===== config.mk =====
export PLATFORM = sky130hd
export DESIGN_NAME = nibble_serial_subtractor
export DESIGN_NICKNAME = d
export VERILOG_FILES = /design/src/rtl/nibble_serial_subtractor.sv
export SDC_FILE = /design/constraint.sdc
export NUM_CORES = 1
export LEC_CHECK = 0
export CAP_MARGIN = 5
export CELL_PAD_IN_SITES_DETAIL_PLACEMENT = 1
export CELL_PAD_IN_SITES_GLOBAL_PLACEMENT = 1
export CORE_MARGIN = 1
export CORE_UTILIZATION = 41
export CTS_CLUSTER_SIZE = 28
export DETAILED_ROUTE_END_ITERATION = 6
export PLACE_DENSITY_LB_ADDON = 0.25
export SLEW_MARGIN = 10
export SYNTH_ARGS = -nofsm -noshare
export SYNTH_HDL_FRONTEND = slang
export SYNTH_SLANG_ARGS = --single-unit
export TNS_END_PERCENT = 10

===== constraint.sdc =====
create_clock -name clk -period 3.73 [get_ports clk]
set_input_delay 0.746 -clock clk [delete_from_list [all_inputs] [get_ports clk]]
set_output_delay 0.746 -clock clk [all_outputs]
set_load 0.01 [all_outputs]

===== src/rtl/nibble_serial_subtractor.sv =====
// rtl/nibble_serial_subtractor.sv - serial a-b-bin subtractor, one nibble per clock; optional overflow flag via SUB_OVERFLOW_EN
module nibble_serial_subtractor #(
  parameter int WIDTH = 16
) (
  input  logic             clk,
  input  logic             rst,
  input  logic             start,
  input  logic [WIDTH-1:0] a,
  input  logic [WIDTH-1:0] b,
  input  logic             bin,
  output logic             ready,
  output logic             done,
  output logic [WIDTH-1:0] diff,
  output logic             bout,
  output logic             ovf
);

  localparam int N    = WIDTH / 4;
  localparam int IDXW = (N > 1) ? $clog2(N) : 1;
  localparam logic [IDXW-1:0] LAST = IDXW'(N - 1);

  typedef enum logic [1:0] {
    IDLE,
    RUN,
    DONE
  } state_t;

  state_t           state;
  logic [WIDTH-1:0] a_sh;
  logic [WIDTH-1:0] b_sh;
  logic [WIDTH-1:0] res_r;
  logic             borrow_r;
  logic [IDXW-1:0]  idx;

  logic [3:0]       x;
  logic [3:0]       y;
  logic [3:0]       p;
  logic [3:0]       g;
  logic [4:0]       c;
  logic [3:0]       nib;
  logic [WIDTH+3:0] res_cat;
  logic [WIDTH-1:0] res_next;
  logic             last_nib;

  // Operands shift right so the current nibble is always the low four bits.
  // The result fills from the top, so it is aligned after N steps.
  assign last_nib = (state == RUN) && (idx == LAST);

  // Borrow-lookahead stage for the current nibble
  always_comb begin
    x        = a_sh[3:0];
    y        = b_sh[3:0];
    p        = ~(x ^ y);
    g        = ~x & y;
    c[0]     = borrow_r;
    c[1]     = g[0] | (p[0] & c[0]);
    c[2]     = g[1] | (p[1] & g[0]) | (p[1] & p[0] & c[0]);
    c[3]     = g[2] | (p[2] & g[1]) | (p[2] & p[1] & g[0]) | (p[2] & p[1] & p[0] & c[0]);
    c[4]     = g[3] | (p[3] & g[2]) | (p[3] & p[2] & g[1]) | (p[3] & p[2] & p[1] & g[0])
             | (p[3] & p[2] & p[1] & p[0] & c[0]);
    nib      = x ^ y ^ c[3:0];
    res_cat  = {nib, res_r};
    res_next = res_cat[WIDTH+3:4];
  end

  // Control FSM, operand/result datapath and registered outputs
  always_ff @(posedge clk) begin
    if (rst) begin
      state    <= IDLE;
      idx      <= '0;
      a_sh     <= '0;
      b_sh     <= '0;
      res_r    <= '0;
      borrow_r <= 1'b0;
      ready    <= 1'b1;
      done     <= 1'b0;
      diff     <= '0;
      bout     <= 1'b0;
    end else begin
      case (state)
        IDLE: begin
          done <= 1'b0;
          if (start) begin
            a_sh     <= a;
            b_sh     <= b;
            borrow_r <= bin;
            idx      <= '0;
            ready    <= 1'b0;
            state    <= RUN;
          end
        end
        RUN: begin
          a_sh     <= a_sh >> 4;
          b_sh     <= b_sh >> 4;
          borrow_r <= c[4];
          res_r    <= res_next;
          idx      <= idx + 1'b1;
          if (last_nib) begin
            // Outputs take the final result on the edge entering DONE
            diff  <= res_next;
            bout  <= c[4];
            done  <= 1'b1;
            idx   <= '0;
            state <= DONE;
          end
        end
        DONE: begin
          done  <= 1'b0;
          ready <= 1'b1;
          state <= IDLE;
        end
        default: begin
          done  <= 1'b0;
          ready <= 1'b1;
          idx   <= '0;
          state <= IDLE;
        end
      endcase
    end
  end

`ifdef SUB_OVERFLOW_EN
  logic sign_a;
  logic sign_b;
  logic ovf_r;

  // Signed overflow: operand signs differ and the result sign differs from a
  always_ff @(posedge clk) begin
    if (rst) begin
      sign_a <= 1'b0;
      sign_b <= 1'b0;
      ovf_r  <= 1'b0;
    end else begin
      if (state == IDLE && start) begin
        sign_a <= a[WIDTH-1];
        sign_b <= b[WIDTH-1];
      end
      if (last_nib) begin
        ovf_r <= (sign_a != sign_b) && (nib[3] != sign_a);
      end
    end
  end

  assign ovf = ovf_r;
`else
  assign ovf = 1'b0;
`endif

endmodule

==> metrics.csv <==
metric,value,unit
"Slowest-stage cell, CP",and2b_2,
fraction of layout cells with a size suffix above 1,0.0681,
normalized max-slew margin,0.249,
clock skew,10.2,ps
sequential element share of the synthesized area,0.471,
hold_buf cts,0,
"Area growth, synth to finish",24.6,%
Post-layout nets,404,
critical path endpoint category,flip-flop,
"Data required, critical path",3980,ps
Diodes inserted,0,
Post-CTS Setup Inserts,0,
Final min period,2270,ps
"count leader, synth",dfxtp_1,
critical path depth,4,
Pleak,1.38,nW
Syn Nets,362,
final setup fails,0,
final max-slew violation count,0,
yosys warns,0,
Cells after DPL,447,
R2R cell count,3,
r2r setup slk,1690,ps
1st-iter DRT viols,75,
status,completed,
drt wl/cell,15.2,microns
Power Density,441,nW/um^2
CTS tree,yes,
clock slew at reported path FFs,80,ps
worst hold stages,2,
port bufs,54,
vias in the first global route,2401,
clock buffer count from CTS,9,
WHS,454,ps
post-CTS resize count,0,
CP max stage delay,680,ps
"EDFF count, synth",0,
worst path cell trace,"clkdlybuf4s50_1, and2b_2, mux2i_1, a211oi_1",
largest net degree at the start of global routing,60,
most frequent cells after synthesis,"68 x dfxtp_1, 48 x nand2_1, 43 x nor2_1",
Final Util,0.530,
type of origin of the critical path,input port,
worst skew pair latency,350,ps
fmax,441,MHz
"Largest delay share family, worst path",simple AND/OR/NAND/NOR gates,
Mapped Avg Cell Area,9.03,sq um
# DRC,0,
setup TNS,0,ps
Yosys reg bits,68,
row cnt,30,
Area contributors post-synth,"dfxtp_1 47%, mux2i_1 8.7%, a211oi_1 7.3%",
"Max FO, Critical Path",24,
Mapped Area,2890,sq um
Final ANT Viol Nets,0,
first-pass GRT wire length,11.6,mm
placed wire-length estimate,4.70,mm
CP bufs+invs,1,
R2R Path Start,state[1],
Tcrit/Tclk final,0.607,
core area,6790,sq um
Avg Vias per Cell,5.17,
CP Class,input port to flip-flop,
Max Buffers Root-to-Sink,2,
drt pass-1 iters,4,
Die ar.,7390,sq um
area share of the largest cell type after synthesis,0.471,
Final Hold Vio Count,0,
hold endpoint,diff[9],
drt total wl,7.02,mm
Top Ports,56,
vias,2396,
Non-Filler Instances,463,
total power,1.59,mW
Hold Crit Class,flip-flop to flip-flop,
initial antenna violation count,0,
Hold Startpoint,diff[9],
total global routing overflow,0,
Root Buffer,clkbuf_8,
initial core utilization,0.425,
Worst Max-Slew Pin Slew,1130,ps
GR Util All Layers,0.205,
largest area contributor in the netlist,dfxtp_1,
FF-to-FF End,b_sh[11],
critical path data arrival time,2510,ps
RD Place Congestion,0.747,
Post-synth ARST share,0,
RSZ-0062 raised after global routing,no,
CTS sink count,68,
Most used DFF post-synth,dfxtp_1,
Max Cap Violations,0,
worst vdd ir,0.213,mV
Yosys cell types,42,
cells after synthesis,320,
Die Width,86.0,microns
H-tree depth reported by CTS,3,
Die H,86.0,microns
## cell usage in the layout, fill, tap and decap left out, types with 3 or more instances in the layout
| cell type | instances |
|---|---|
| a211oi_1 | 28 |
| a21oi_1 | 23 |
| a22oi_1 | 9 |
| buf_4 | 3 |
| clkbuf_8 | 11 |
| clkdlybuf4s50_1 | 53 |
| dfxtp_1 | 68 |
| ha_1 | 5 |
| inv_1 | 6 |
| mux2i_1 | 25 |
| nand2_1 | 48 |
| nor2_1 | 43 |
| nor2b_1 | 4 |
| o21ai_0 | 3 |
## metal layers
metal / GRT usage / part of all wire / routed length (microns)
met4: 0.0591 / 0.011 / 75
met5: 0 / 0 / 0
met2: 0.356 / 0.49 / 3430
met3: 0.0539 / 0.040 / 280
met1: 0.250 / 0.46 / 3230
## worst max-delay path by stage
| stage | start | end | slack (ps) |
|---|---|---|---|
| finish | start | b_sh[11] | 1460 |
| global route | start | b_sh[6] | 1400 |
| CTS | start | b_sh[11] | 1480 |
| detailed placement | start | b_sh[11] | 1120 |
| global placement | start | b_sh[1] | 1210 |
| floorplan | start | a_sh[10] | 2140 |
## kinds of logic after synthesis
logic type	Yosys count	share of synthesized area
AND/OR/NAND/NOR	110	0.167
AO/OA/AOI/OAI	77	0.181
flip-flops	68	0.471
buffers and inverters	32	0.0615
multiplexers	25	0.0866
adder cells (fa/ha/maj)	6	0.0286
other	1	0.00130
XOR/XNOR	1	0.00303
## sequential cells by signal, summed over array words and instances (netlist names)
signal and count:
b_sh 16, diff 16, idx 2, bout 1, a_sh 16, done 1, borrow_r 1, ready 1
res_r 12, state 2
## area by class of cell
class                      instances  area, sq um
sequential                        68         1360
timing repair buffer              57          558
tap                               96          120
clock buffer                      11          151
fill                             820         3190
multi-input combinational        220         1350
clock inverter                     5         35.0
inverter                           6         22.5
## stage by stage
stage,worst slack (ps),instance area (sq um)
after floorplan,2140,2890
after global placement,1210,3420
after detailed placement,1120,3420
after CTS,1480,3600
after global routing,1400,3600
final,1460,3600
## worst min-delay path: cells and delay by family (launching register included)
family,cells,cell delay [ps]
DFF,1,310
AOI/OAI and AO/OA,1,50
and+or+nand+nor,1,50
## power by group
group / internal, mW / leakage, nW / total (mW) / switching (mW)
Sequential: 0.767 / 0.556 / 0.796 / 0.0295
Clock: 0.279 / 0.0957 / 0.569 / 0.291
Combinational: 0.104 / 0.731 / 0.224 / 0.119
(Power assumes the default switching activity.)
